`config.mk`:
```
export PLATFORM = sky130hd
export DESIGN_NAME = seq_mem_rf
export DESIGN_NICKNAME = d
export VERILOG_FILES = /design/src/rtl/seq_mem_rf_pkg.sv /design/src/rtl/seq_mem_rf_clear_ctrl.sv /design/src/rtl/seq_mem_rf.sv
export SDC_FILE = /design/constraint.sdc
export NUM_CORES = 1
export LEC_CHECK = 0
export ABC_AREA = 1
export BUFFER_PORTS_ARGS = -buffer_cell sky130_fd_sc_hd__buf_2
export CAP_MARGIN = 20
export CORE_MARGIN = 2
export CORE_UTILIZATION = 38
export CTS_CLUSTER_SIZE = 14
export DETAILED_ROUTE_END_ITERATION = 8
export PLACE_DENSITY = 0.55
export SKIP_CTS_REPAIR_TIMING = 1
export SLEW_MARGIN = 30
export SYNTH_ARGS = -nofsm -noshare
export SYNTH_HDL_FRONTEND = slang
export SYNTH_SLANG_ARGS = --single-unit
```
`constraint.sdc`:
```
create_clock -name clk -period 3.06 [get_ports clk]
set_input_delay 0.153 -clock clk [delete_from_list [all_inputs] [get_ports clk]]
set_output_delay 0.153 -clock clk [all_outputs]
set_load 0.005 [all_outputs]
```
`src/rtl/seq_mem_rf_pkg.sv`:
```
`default_nettype none
////////////////////////////////////////////////////////////////////////////////
// Module      : seq_mem_rf_pkg
// Description : Shared types and word-manipulation helpers for seq_mem_rf.
// Revision    : 1.0 - initial release
////////////////////////////////////////////////////////////////////////////////
package seq_mem_rf_pkg;

  // Helpers work on a wide container; callers zero-extend in and truncate out.
  // DATA_W must not exceed c_MAX_W.
  localparam int c_MAX_W     = 1024;
  localparam int c_MAX_IDX_W = $clog2(c_MAX_W);

  typedef enum logic [0:0] {
    ST_CLEAR = 1'b0,
    ST_IDLE  = 1'b1
  } state_t;

  function automatic logic [c_MAX_W-1:0] merge_mask(
    input logic [c_MAX_W-1:0] old_word,
    input logic [c_MAX_W-1:0] data,
    input logic [c_MAX_W-1:0] mask
  );
    return (old_word & ~mask) | (data & mask);
  endfunction

  function automatic logic [c_MAX_W-1:0] set_bit(
    input logic [c_MAX_W-1:0]     word,
    input logic [c_MAX_IDX_W-1:0] idx,
    input logic                   val
  );
    logic [c_MAX_W-1:0] w_word;
    w_word      = word;
    w_word[idx] = val;
    return w_word;
  endfunction

endpackage
`default_nettype wire

```
`src/rtl/seq_mem_rf_clear_ctrl.sv`:
```
`default_nettype none
////////////////////////////////////////////////////////////////////////////////
// Module      : seq_mem_rf_clear_ctrl
// Description : Clear-sweep FSM; walks every entry once after reset or clr_req.
// Revision    : 1.0 - initial release
////////////////////////////////////////////////////////////////////////////////
module seq_mem_rf_clear_ctrl
  import seq_mem_rf_pkg::*;
#(
  parameter int DEPTH  = 16,
  parameter int ADDR_W = $clog2(DEPTH)
) (
  input  logic              clk,
  input  logic              rst,
  input  logic              clr_req,
  output logic              busy,
  output logic              clr_en,
  output logic [ADDR_W-1:0] clr_addr
);

  localparam logic [ADDR_W-1:0] c_LAST = ADDR_W'(DEPTH - 1);

  state_t            r_state;
  state_t            w_state_nxt;
  logic [ADDR_W-1:0] r_cnt;
  logic [ADDR_W-1:0] w_cnt_nxt;

  always_ff @(posedge clk or posedge rst) begin
    if (rst) begin
      r_state <= ST_CLEAR;
      r_cnt   <= '0;
    end else begin
      r_state <= w_state_nxt;
      r_cnt   <= w_cnt_nxt;
    end
  end

  always_comb begin
    w_state_nxt = r_state;
    w_cnt_nxt   = r_cnt;
    busy        = 1'b0;
    clr_en      = 1'b0;
    clr_addr    = r_cnt;
    case (r_state)
      ST_CLEAR: begin
        busy   = 1'b1;
        clr_en = 1'b1;
        if (r_cnt == c_LAST) begin
          w_state_nxt = ST_IDLE;
          w_cnt_nxt   = '0;
        end else begin
          w_cnt_nxt = r_cnt + ADDR_W'(1);
        end
      end
      ST_IDLE: begin
        if (clr_req) begin
          w_state_nxt = ST_CLEAR;
          w_cnt_nxt   = '0;
        end
      end
      default: begin
        w_state_nxt = ST_CLEAR;
        w_cnt_nxt   = '0;
      end
    endcase
  end

endmodule
`default_nettype wire

```
`src/rtl/seq_mem_rf.sv`:
```
`default_nettype none
////////////////////////////////////////////////////////////////////////////////
// Module      : seq_mem_rf
// Description : Register-file memory with masked write, single-bit write,
//               registered read and a self-clearing sweep.
//               SEQ_MEM_RF_BYPASS_EN: write-first read forwarding.
// Revision    : 1.0 - initial release
////////////////////////////////////////////////////////////////////////////////
module seq_mem_rf
  import seq_mem_rf_pkg::*;
#(
  parameter int                DATA_W   = 8,
  parameter int                DEPTH    = 16,
  parameter int                ADDR_W   = $clog2(DEPTH),
  parameter logic [DATA_W-1:0] INIT_VAL = '0,
  parameter int                BIT_W    = (DATA_W > 1) ? $clog2(DATA_W) : 1
) (
  input  logic              clk,
  input  logic              rst,
  input  logic              wr_en,
  input  logic [ADDR_W-1:0] wr_addr,
  input  logic [DATA_W-1:0] wr_data,
  input  logic [DATA_W-1:0] wr_mask,
  input  logic              bit_en,
  input  logic [ADDR_W-1:0] bit_addr,
  input  logic [BIT_W-1:0]  bit_index,
  input  logic              bit_value,
  input  logic              rd_en,
  input  logic [ADDR_W-1:0] rd_addr,
  output logic [DATA_W-1:0] rd_data,
  output logic              rd_valid,
  input  logic              clr_req,
  output logic              busy
);

  logic                           w_clr_en;
  logic [ADDR_W-1:0]              w_clr_addr;
  logic                           w_ops_ok;
  logic                           w_wr_ok;
  logic                           w_bit_ok;
  logic                           w_rd_ok;
  logic [DEPTH-1:0][DATA_W-1:0]   w_rd_src;
  logic [DATA_W-1:0]              w_rd_word;

  seq_mem_rf_clear_ctrl #(
    .DEPTH  (DEPTH),
    .ADDR_W (ADDR_W)
  ) u_clear_ctrl (
    .clk      (clk),
    .rst      (rst),
    .clr_req  (clr_req),
    .busy     (busy),
    .clr_en   (w_clr_en),
    .clr_addr (w_clr_addr)
  );

  // A clear request wins over any access issued in the same cycle.
  assign w_ops_ok = !busy && !clr_req;
  assign w_wr_ok  = wr_en && w_ops_ok;
  assign w_bit_ok = bit_en && w_ops_ok && (32'(bit_index) < DATA_W);
  assign w_rd_ok  = rd_en && w_ops_ok;

  for (genvar g = 0; g < DEPTH; g++) begin : g_entry
    localparam logic [ADDR_W-1:0] c_ADDR = ADDR_W'(g);

    logic [DATA_W-1:0] r_word;
    logic [DATA_W-1:0] w_merged;

    // Masked write first, then the bit write overrides its single bit.
    always_comb begin
      w_merged = r_word;
      if (w_wr_ok && (wr_addr == c_ADDR)) begin
        w_merged = DATA_W'(merge_mask(c_MAX_W'(r_word), c_MAX_W'(wr_data),
                                      c_MAX_W'(wr_mask)));
      end
      if (w_bit_ok && (bit_addr == c_ADDR)) begin
        w_merged = DATA_W'(set_bit(c_MAX_W'(w_merged), c_MAX_IDX_W'(bit_index),
                                   bit_value));
      end
    end

    always_ff @(posedge clk) begin
      if (w_clr_en && (w_clr_addr == c_ADDR)) begin
        r_word <= INIT_VAL;
      end else begin
        r_word <= w_merged;
      end
    end

`ifdef SEQ_MEM_RF_BYPASS_EN
    assign w_rd_src[g] = w_merged;
`else
    assign w_rd_src[g] = r_word;
`endif
  end

  // Addresses beyond DEPTH match no entry and read back as zero.
  always_comb begin
    w_rd_word = '0;
    for (int i = 0; i < DEPTH; i++) begin
      if (rd_addr == ADDR_W'(i)) begin
        w_rd_word = w_rd_src[i];
      end
    end
  end

  always_ff @(posedge clk or posedge rst) begin
    if (rst) begin
      rd_data  <= '0;
      rd_valid <= 1'b0;
    end else begin
      rd_valid <= w_rd_ok;
      if (w_rd_ok) begin
        rd_data <= w_rd_word;
      end
    end
  end

endmodule
`default_nettype wire

```
# Word-level counts from Yosys, hierarchy flattened
# Cells that the tools add are included.
[word_totals]
register_bits = 142
inputBits = 38
out_inout_bits = 10
elab_cells = 250
[op_classes]
add_sub_neg = 1
magnitude_cmp = 2
eq_ne = 61
n_mux = 73
n_bitwise = 35
n_reduce_logical = 58
[ops]
columns = ["op", "n"]
rows = [
  ["bitwise mux 1024 bit", 16],
  ["2-to-1 mux 8 bit", 48],
  ["bitwise AND 8 bit", 17],
  ["== test 4 bit, second input constant", 32],
  ["bitwise OR 8 bit", 16],
  ["== test 4 x 3 -> 1 bit, second input constant", 16],
  ["logical AND 1 bit", 53],
  ["== test 4 x 2 -> 1 bit, second input constant", 8],
  ["== test 4 x 1 -> 1 bit, second input constant", 4],
  ["logical NOT 4 bit", 4],
  ["less-than comparator 3 x 11 -> 1 bit, second input constant", 1],
  ["2-to-1 mux 4 bit", 2],
  ["NOT 8 bit", 1],
  ["case mux 4 bit (2 select lines)", 1],
  ["adder 4 x 1 -> 4 bit, second input constant", 1],
  ["2-to-1 mux 1 bit", 4],
  ["demux 1 bit (select 3 bit)", 1],
  [">= comparator 3 x 1 -> 1 bit, second input constant", 1],
  ["inequality test 2 bit, second input constant", 1],
  ["case mux 1 bit (2 select lines)", 1],
  ["logical NOT 1 bit", 1],
  ["NOT 1 bit", 1],
]

# Longest topological paths before layout
# Gate-level depths: netlist of the first run.
[logic_depth]
depth_word = 17
mapped_depth = 14
mapped_depth_nobuf = 14

# Modules after synthesis
# Synthesis of the first run repeated with hierarchy kept, for this count alone.
[hier_totals]
hier_cells = 1301
hier_area_um2 = 8521.9
[modules_own_cells]
columns = ["mod", "instances", "cells_each", "area_each_um2", "seq_area_each_um2"]
rows = [
  ["seq_mem_rf", 1, 1272, 8271.7, 2787.7],
  ["seq_mem_rf_clear_ctrl", 1, 29, 250.2, 125.1],
]

# Least setup slack after synthesis of the first run
# No wires, ideal clock.
[synth_path]
path_type = "register -> register"
start = "reg u_clear_ctrl.r_state"
end = "reg g_entry[5].r_word[6]"
setup_ns = 0.138
arrival_ns = 1.470
t_required_ns = 2.922
setup_slack_ns = 1.452
stages_incl_launch_ff = 11
path_buffers = 1
period_less_slack_ns = 1.608
cell_sequence = "dfrtp_1 > inv_2 > nor2_8 > nand2_4 > nor2_1 > nand2_1 > inv_2 > buf_2 > nand2_1 > a221oi_1 > a211oi_1"
[synth_between]
elab_cells_between_ends = 10
cone_classes = "mux (4); reduce/logical (6)"
[synth_rtl]
columns = ["element", "line", "source"]
rows = [
  ["from (decl)", "seq_mem_rf_clear_ctrl.sv:23", "state_t r_state;"],
  ["from (signal assigned)", "seq_mem_rf_clear_ctrl.sv:33", "r_state <= w_state_nxt;"],
  ["2-to-1 mux 1 bit", "-", ""],
  ["net busy", "seq_mem_rf.sv:33", "output logic busy"],
  ["logical AND 1 bit", "seq_mem_rf.sv:83", "if (w_clr_en && (w_clr_addr == c_ADDR)) begin"],
  ["to (signal assigned)", "seq_mem_rf.sv:86", "r_word <= w_merged;"],
  ["to (decl)", "seq_mem_rf.sv:66", "logic [DATA_W-1:0] r_word;"],
]
# The timed path passes the listed nets, and every way through them passes these cells.
# A chain may end at the register's enable or synchronous reset.

# Worst setup path after layout of the first run
[layout_path]
start = "reg u_clear_ctrl.r_state"
end = "reg g_entry[3].r_word[4]"
[layout_between]
elab_chain_cells = 6
elab_cells_between_ends = 10
cone_classes = "mux (4); reduce/logical (6)"
[layout_rtl]
columns = ["element", "line", "source"]
rows = [
  ["logical AND 1 bit", "seq_mem_rf.sv:58", "assign w_ops_ok = !busy && !clr_req;"],
  ["logical AND 1 bit", "seq_mem_rf.sv:59", "assign w_wr_ok = wr_en && w_ops_ok;"],
  ["logical AND 1 bit", "seq_mem_rf.sv:72", "if (w_wr_ok && (wr_addr == c_ADDR)) begin"],
  ["2-to-1 mux 8 bit", "seq_mem_rf.sv:72", ""],
  ["bitwise mux 1024 bit", "seq_mem_rf_pkg.sv:34", "w_word[idx] = val;"],
  ["2-to-1 mux 8 bit", "seq_mem_rf.sv:76", "if (w_bit_ok && (bit_addr == c_ADDR)) begin"],
  ["to (signal assigned)", "seq_mem_rf.sv:86", ""],
  ["to (decl)", "seq_mem_rf.sv:66", ""],
]
# Several ways; a longest one is shown, not always the timed one.

==> summary.log, run 1 <==
INFO  sta            period_share=75.8%
INFO  setup_path     path_max_fanout=13
INFO  floorplan      placeableCoreArea=22500squm
INFO  setup_path     cp_common_cell=sky130_fd_sc_hd__inv_2
INFO  final_layout   diodes=0
INFO  placement      dp.cells=1619
INFO  setup_path     reg2reg_slack=0.74ns
INFO  placement      portBuffers=47
INFO  synth          synth-compound-area-share=26.0%
INFO  setup_path     path_class=flop to flop
INFO  global_route   global_route_wire_length_before_repair=59900um
INFO  setup_path     worstPathBufferInverterCount=3
INFO  synth          synth_top_cell_by_area=sky130_fd_sc_hd__dfxtp_1
INFO  floorplan      fp.dieH=155um
INFO  floorplan      die_area=24000squm
INFO  cts            cts_buffers=17
INFO  synth          main_combinational_cell_family_by_area_after_synthesis=simple AND/OR/NAND/NOR gates
INFO  setup_path     critical-path-slowest-cell=sky130_fd_sc_hd__inv_1
INFO  floorplan      fp.dieW=155um
INFO  synth          post_synth_instance_area=8670squm
INFO  synth          avgSynthCellArea=6.59squm
INFO  sta            totalNegativeSetupSlack=0ns
INFO  placement      place.detailed.hpwl=28400um
INFO  global_route   largest_net_degree_at_the_start_of_global_routing=77
INFO  setup_path     required=3.36ns
INFO  setup_path     path_cells=inv_2 -> nor2_8 -> nand2_4 -> inv_2 -> nand4_1 -> inv_1 -> nand2_1 -> a221oi_1 -> a211oi_1
INFO  routing        wl=40400um
INFO  synth          synth_sequential_area_ratio=33.6%
INFO  synth          synth_xor_area_share=0.202%
INFO  final_layout   layout-drive-gt1-share=12.4%
INFO  sta            finalSetupViolations=0
INFO  routing        first_iter_violations=1509
INFO  setup_path     cp-start-kind=flop
INFO  sta            final_hold_viol_count=0
INFO  cts            cts_tree=done
INFO  cts            clock_tree.root_cell=sky130_fd_sc_hd__clkbuf_16
INFO  sta            maxSlewViolCount=0
INFO  setup_path     cp_data_arrival_time=2.62ns
INFO  cts            worstSkewPairLatency=0.44ns
INFO  routing        post_drt_wl_per_cell=24.4um
INFO  run            max_cap_violations=0
INFO  power          cellPowerDensity=573nW/um^2
INFO  setup_path     critical-path-top-delay-family=simple AND/OR/NAND/NOR gates
INFO  synth          synth_commonest_cells=sky130_fd_sc_hd__nand2_1 (315), sky130_fd_sc_hd__nor2_1 (151), sky130_fd_sc_hd__o21ai_0 (137)
INFO  floorplan      placementRows=55
INFO  synth          top_cells_by_area_in_the_synthesized_netlist=sky130_fd_sc_hd__dfxtp_1 (30%), sky130_fd_sc_hd__nand2_1 (14%), sky130_fd_sc_hd__o21ai_0 (7.9%)
INFO  global_route   overflow=0
INFO  synth          synth_enable_flop_cells=0
INFO  power          cellLeakagePower=3.68nW
INFO  synth          share_of_synthesized_cell_area_in_and_or_nand_and_nor_gates=30.0%
INFO  synth          synth_largest_type_area_fraction=29.5%
INFO  sta            final.min_clock_period=2.32ns
INFO  sta            clock.fmax=0.431GHz
INFO  routing        drc=0
INFO  routing        overall_via_count_from_detail_route=10200
INFO  final_layout   area.growth.synth_to_final=13.0%
INFO  synth          muxShareOfSynthArea=0%
INFO  cts            cts.reportedPaths.clkPinSlew=0.07ns
INFO  sta            rsz0062_at_grt=no
INFO  cts            ctsHtreeMaxLevel=4
INFO  routing        routed_via_density=6.18
INFO  power          max_rail_drop_vdd=0.000296V
INFO  power          power_after_layout=5.62mW
INFO  synth          yosysMostFrequentCell=sky130_fd_sc_hd__nand2_1
INFO  cts            max-clock-path-buffers=2
INFO  synth          syn-instance-count=1317
INFO  setup_path     maximum_cell_stage_delay_along_the_critical_path=0.40ns
INFO  final_layout   final_net_count=1396
INFO  synth          yosys.area_share.adder=0.577%
INFO  sta            maxSlewHeadroom=33.8%
INFO  status         run_status=finished, final reports clean
INFO  setup_path     critPathCaptureType=flop
INFO  routing        drt_first_pass_iters=6
INFO  final_layout   finish.cell_count_without_fillers=1652
INFO  global_route   grtUsageTotal=33.8%
INFO  synth          synth_seq_cells=142
INFO  global_route   number_of_antenna_violations_at_the_first_check_in_global_routing=1
INFO  synth          synth.lib_cells_used.distinct=43
INFO  floorplan      boundaryPins=48
INFO  sta            worst-slew-pin-transition=0.991ns
INFO  synth          synth-async-reset-ratio=9.86%
INFO  cts            clkSinkCount=142
INFO  synth          ys_dominant_reg_cell=sky130_fd_sc_hd__dfxtp_1
INFO  min_path       min_path_type=input port to flop
INFO  synth          synthesis.nets=1359
INFO  sta            clk_skew=0.0111ns
INFO  floorplan      initial_core_util=38.5%
INFO  placement      gp_congestion=1.01
INFO  global_route   via_count_of_the_first_global_routing_pass=9181
INFO  synth          ys_warn_count=0
INFO  routing        detail-route-antenna-nets=0
-- logic make-up after synthesis --
group,after synthesis
buf+inv,213
xor+xnor,2
flops,142
fa+ha+maj,4
simple gates,600
compound gates,356
-- worst paths after layout --
path / start / endpoint / cells past startpoint
setup / recovery: u_clear_ctrl.r_state / g_entry[3].r_word[4] / 9
hold / removal: wr_data[3] / g_entry[7].r_word[3] / 3
setup reg to reg: u_clear_ctrl.r_state / g_entry[3].r_word[4] / 9
hold reg to reg: rd_data[1] / rd_data[1] / 2
max in group asynchronous: rst / rd_data[6] / 3
min in group asynchronous: rst / u_clear_ctrl.clr_addr[0] / 3
-- placed cells by master (no fill, tap or decap), drive strengths merged --
cell type / Yosys / routed
nand2: 317 / 317
o22ai: 11 / 11
a22oi: 1 / 1
dfrtp: 14 / 14
dfxtp: 128 / 128
bufinv: 0 / 2
or2: 7 / 7
a31o: 1 / 1
a311oi: 27 / 27
a221oi: 28 / 28
o311ai: 8 / 8
nor2: 177 / 177
o21ai: 141 / 141
ha: 4 / 4
a21oi: 42 / 42
nand3: 51 / 51
nor3: 27 / 27
clkinv: 6 / 9
clkbuf: 30 / 17
o211ai: 12 / 12
xnor2: 1 / 1
a211oi: 35 / 35
buf: 15 / 62
o221ai: 13 / 13
dlygate4sd3: 0 / 1
inv: 162 / 168
clkinvlp: 0 / 4
a31oi: 37 / 37
nand4: 21 / 21
xor2: 1 / 1
-- tightest hold or removal path, delay by kind of cell --
kind | cells | cell delay [ns]
compound gates | 1 | 0.08
simple gates | 1 | 0.09
buf+inv | 1 | 0.14
-- stage by stage --
| stage | util, % | setup WS [ns] | hold WS [ns] | cell area, sq um |
|---|---|---|---|---|
| finish | 43.5 | 0.739 | 0.0798 | 9800 |
| detailed placement | 40.8 | 0.859 | 0.307 | 9190 |
| floorplan | - | 1.45 | 0.0422 | 8670 |
| global route | 43.5 | 0.593 | 0.104 | 9800 |
| CTS | 43.5 | 0.843 | -0.161 | 9790 |
| global placement | 40.8 | 0.935 | 0.295 | 9190 |
-- where the power goes --
| part | switching (mW) | internal [mW] | total [mW] |
|---|---|---|---|
| logic | 0.896 | 0.329 | 1.22 |
| registers | 0.139 | 2.05 | 2.19 |
| clock network | 0.977 | 1.23 | 2.21 |
-- sequential cells by signal, summed over array words and instances, names as in the netlist --
name	count
u_clear_ctrl.clr_addr	4
rd_data	8
u_clear_ctrl.r_state	1
rd_valid	1
g_entry.r_word	128
-- layer usage --
| layer | GRT usage [%] | wire length (um) | share of wire, % | vias to the layer above |
|---|---|---|---|---|
| li1 | - | - | - | 4604 |
| met1 | 48.0 | 17000 | 42 | 4772 |
| met2 | 48.5 | 16400 | 41 | 697 |
| met3 | 6.27 | 4710 | 12 | 132 |
| met4 | 17.5 | 2220 | 5.5 | 2 |
| met5 | 0 | 13 | 0.032 | - |
-- cell type report --
type / instances / area, sq um
Fill cell: 2358 / 12700
Inverter: 168 / 631
Tap cell: 285 / 357
Clock buffer: 17 / 425
Clock inverter: 15 / 175
Multi-Input combinational cell: 962 / 4940
Timing Repair Buffer: 63 / 358
Sequential cell: 142 / 2910
No activity file was read; power rests on OpenSTA's default activity.
==> run 2: changes to the inputs <==
- clock period: 3.06 -> 2.2 ns (I/O delays scaled with it)
==> run 2 against run 1 <==
  * Design area up 3.9%
  * Via count increased by 1.4%
  * Largest cell class unchanged
  * Largest power group unchanged
  * Total power grew 46%
  * Critical path type unchanged
  * Register-to-register slack got worse by 0.62 ns
  * Sequential power is 40% higher
  * Non-clock buffer count is 41 higher
  * Clock-buffer cell count is 3 higher
==> summary.log, run 2 (same netlist as run 1, synthesis figures left out) <==
INFO  power          cell_internal_pwr=5.41mW [+50%]
INFO  global_route   grtUsageTotal=34.9% [+1.1 points]
INFO  setup_path     path_max_fanout=10 [-3]
INFO  power          power_switching=2.80mW [+39%]
INFO  setup_path     critical-path-top-delay-family=simple AND/OR/NAND/NOR gates
INFO  setup_path     cp_data_arrival_time=2.41ns [-0.21 ns]
INFO  final_layout   largest_register=g_entry.r_word
INFO  global_route   via_count_of_the_first_global_routing_pass=9304 [+1.3%]
INFO  floorplan      initial_core_util=38.5% [unchanged]
INFO  sta            clk_skew=0.0117ns [+0.000582 ns]
INFO  final_layout   final_net_count=1438 [+3.0%]
INFO  routing        drt_first_pass_iters=7 [+1]
INFO  floorplan      fp.dieW=155um [unchanged]
INFO  power          register_share_of_total_power=37.3% [-1.6 points]
INFO  sta            final.min_clock_period=2.08ns [-0.244 ns]
INFO  routing        overall_via_count_from_detail_route=10300 [+1.4%]
INFO  setup_path     path_cells=inv_2 -> nor2_8 -> nand2_4 -> nor2_2 -> nand3_1 -> clkinv_1 -> nand2_1 -> a311oi_1
INFO  sta            maxSlewHeadroom=40.4% [+6.5 points]
INFO  sta            maxSlewViolCount=0 [unchanged]
INFO  final_layout   final_core_util=45.2% [+1.7 points]
INFO  setup_path     reg2reg_slack=0.12ns [-0.62 ns]
INFO  floorplan      fp.dieH=155um [unchanged]
INFO  power          power_after_layout=8.21mW [+46%]
INFO  cts            worstSkewPairLatency=0.44ns [about the same]
INFO  cts            cts.reportedPaths.clkPinSlew=0.07ns [about the same]
INFO  routing        detail-route-antenna-nets=0 [unchanged]
INFO  routing        routed_via_density=6.11 [-1.1%]
INFO  sta            rsz0062_at_grt=yes
INFO  status         run_status=finished, final reports clean
INFO  cts            cts_tree=done
INFO  sta            worst-slew-pin-transition=0.894ns [-0.0969 ns]
INFO  cts            max-clock-path-buffers=2 [unchanged]
INFO  final_layout   most_common_cell_after_layout_fill_and_taps_aside=sky130_fd_sc_hd__nand2_1
INFO  final_layout   layout-drive-gt1-share=15.0% [+2.6 points]
INFO  sta            totalNegativeSetupSlack=0ns [unchanged]
INFO  floorplan      boundaryPins=48 [unchanged]
INFO  final_layout   area.growth.synth_to_final=17.4%
INFO  setup_path     critical-path-slowest-cell=sky130_fd_sc_hd__dfrtp_1
INFO  floorplan      placeableCoreArea=22500squm [unchanged]
INFO  placement      dp.cells=1659 [+2.5%]
INFO  cts            clock_tree.root_cell=sky130_fd_sc_hd__clkbuf_16
INFO  global_route   overflow=0 [unchanged]
INFO  sta            period_share=94.4% [+19 points]
INFO  global_route   global_route_wire_length_before_repair=61800um [+3.2%]
INFO  floorplan      die_area=24000squm [unchanged]
INFO  routing        post_drt_wl_per_cell=24.7um [+1.2%]
INFO  sta            finalSetupViolations=0 [unchanged]
INFO  global_route   largest_net_degree_at_the_start_of_global_routing=77 [unchanged]
INFO  routing        first_iter_violations=1360 [-9.9%]
INFO  power          max_rail_drop_vdd=0.000405V [+37%]
INFO  cts            ctsHtreeMaxLevel=4 [unchanged]
INFO  power          cellPowerDensity=806nW/um^2 [+41%]
INFO  setup_path     critPathCaptureType=flop
INFO  setup_path     worstPathBufferInverterCount=2 [-1]
INFO  cts            clkSinkCount=142 [unchanged]
INFO  routing        wl=41900um [+3.8%]
INFO  run            max_cap_violations=0 [unchanged]
INFO  setup_path     required=2.53ns [-0.83 ns]
INFO  final_layout   finish.cell_count_without_fillers=1694 [+2.5%]
INFO  placement      gp_congestion=1.09 [+7.8%]
INFO  final_layout   most-common-layout-cells=sky130_fd_sc_hd__nand2_1 (314), sky130_fd_sc_hd__nor2_1 (150), sky130_fd_sc_hd__o21ai_0 (137)
INFO  sta            fin_ws=0.123ns [-0.616 ns]
INFO  setup_path     path_class=flop to flop
INFO  power          cellLeakagePower=3.90nW [+6.1%]
INFO  power          power.share.combinational=22.2% [+0.4 points]
INFO  setup_path     maximum_cell_stage_delay_along_the_critical_path=0.38ns [-0.02 ns]
INFO  sta            clock.fmax=0.482GHz [+12%]
INFO  min_path       min_path_type=input port to flop
INFO  sta            final_hold_viol_count=0 [unchanged]
INFO  floorplan      placementRows=55 [unchanged]
INFO  power          p_sw_share=34.1% [-1.7 points]
INFO  placement      detailedPlace.worstSlack=0.181ns [-0.678 ns]
INFO  cts            cts_buffers=17 [unchanged]
INFO  placement      portBuffers=47 [unchanged]
INFO  power          share_clk_of_total_power=40.5% [+1.2 points]
INFO  final_layout   diodes=0 [unchanged]
INFO  final_layout   largest_reg_flops=128 [unchanged]
INFO  placement      place.detailed.hpwl=29900um [+5.2%]
INFO  routing        drc=0 [unchanged]
INFO  setup_path     cp-start-kind=flop
INFO  global_route   number_of_antenna_violations_at_the_first_check_in_global_routing=0 [-1]
==> run 2: cell count changes in the layout (fill, tap and decap cells not counted), sizes merged <==
| cell | delta |
|---|---|
| buf | +41 |
| bufinv | +3 |
| clkbuf | +3 |
| inv | -5 |
==> run 2: final timing paths <==
| kind | from | end | cells after the start |
|---|---|---|---|
| max | u_clear_ctrl.r_state | g_entry[14].r_word[1] | 8 |
| min | wr_data[3] | g_entry[7].r_word[3] | 3 |
| max reg2reg | u_clear_ctrl.r_state | g_entry[14].r_word[1] | 8 |
| min reg2reg | g_entry[7].r_word[3] | g_entry[7].r_word[3] | 2 |
| max in group asynchronous | rst | rd_data[1] | 3 |
| min in group asynchronous | rst | u_clear_ctrl.r_state | 3 |
==> run 2: area by class of cell <==
| type | count | area (sq um) |
|---|---|---|
| multi-input combinational | 962 | 4950 |
| sequential | 142 | 2910 |
| clock buffer | 20 | 437 |
| fill | 2349 | 12300 |
| clock inverter | 12 | 209 |
| tap | 285 | 357 |
| timing repair buffer | 104 | 666 |
| inverter | 168 | 639 |
| timing repair inverter | 1 | 5.00 |
==> run 2: power by group through the flow <==
| stage | clock, mW | combinational, mW | sequential (mW) |
|---|---|---|---|
| finish | 3.32 | 1.83 | 3.06 |
| global route | 3.42 | 1.96 | 3.09 |
| CTS | 3.31 | 1.76 | 3.05 |
| detailed placement | 0 | 1.75 | 3.10 |
| global placement | 0 | 1.75 | 3.10 |
| floorplan | 0 | 1.02 | 3.02 |
==> run 2: through the flow <==
step | cell area (sq um) | hold WS [ns]
final | 10200 | 0.0342
after CTS | 10100 | -0.223
after detailed placement | 9490 | 0.236
after global routing | 10200 | 0.0319
after floorplan | 8670 | -0.000781
after global placement | 9490 | 0.240
==> run 2: layer usage <==
layer	global-route usage [%]	wire, um
met5	0	0
met3	8.83	4560
met1	50.1	18300
met2	49.1	16800
met4	15.2	2180
==> run 2: worst register-to-register path, stage by stage (launching register included) <==
cell and delay [ns]:
sky130_fd_sc_hd__dfrtp_1 0.38, sky130_fd_sc_hd__inv_2 0.11, sky130_fd_sc_hd__nor2_8 0.20, sky130_fd_sc_hd__nand2_4 0.14, sky130_fd_sc_hd__nor2_2 0.16, sky130_fd_sc_hd__nand3_1 0.35
sky130_fd_sc_hd__clkinv_1 0.27, sky130_fd_sc_hd__nand2_1 0.07, sky130_fd_sc_hd__a311oi_1 0.30
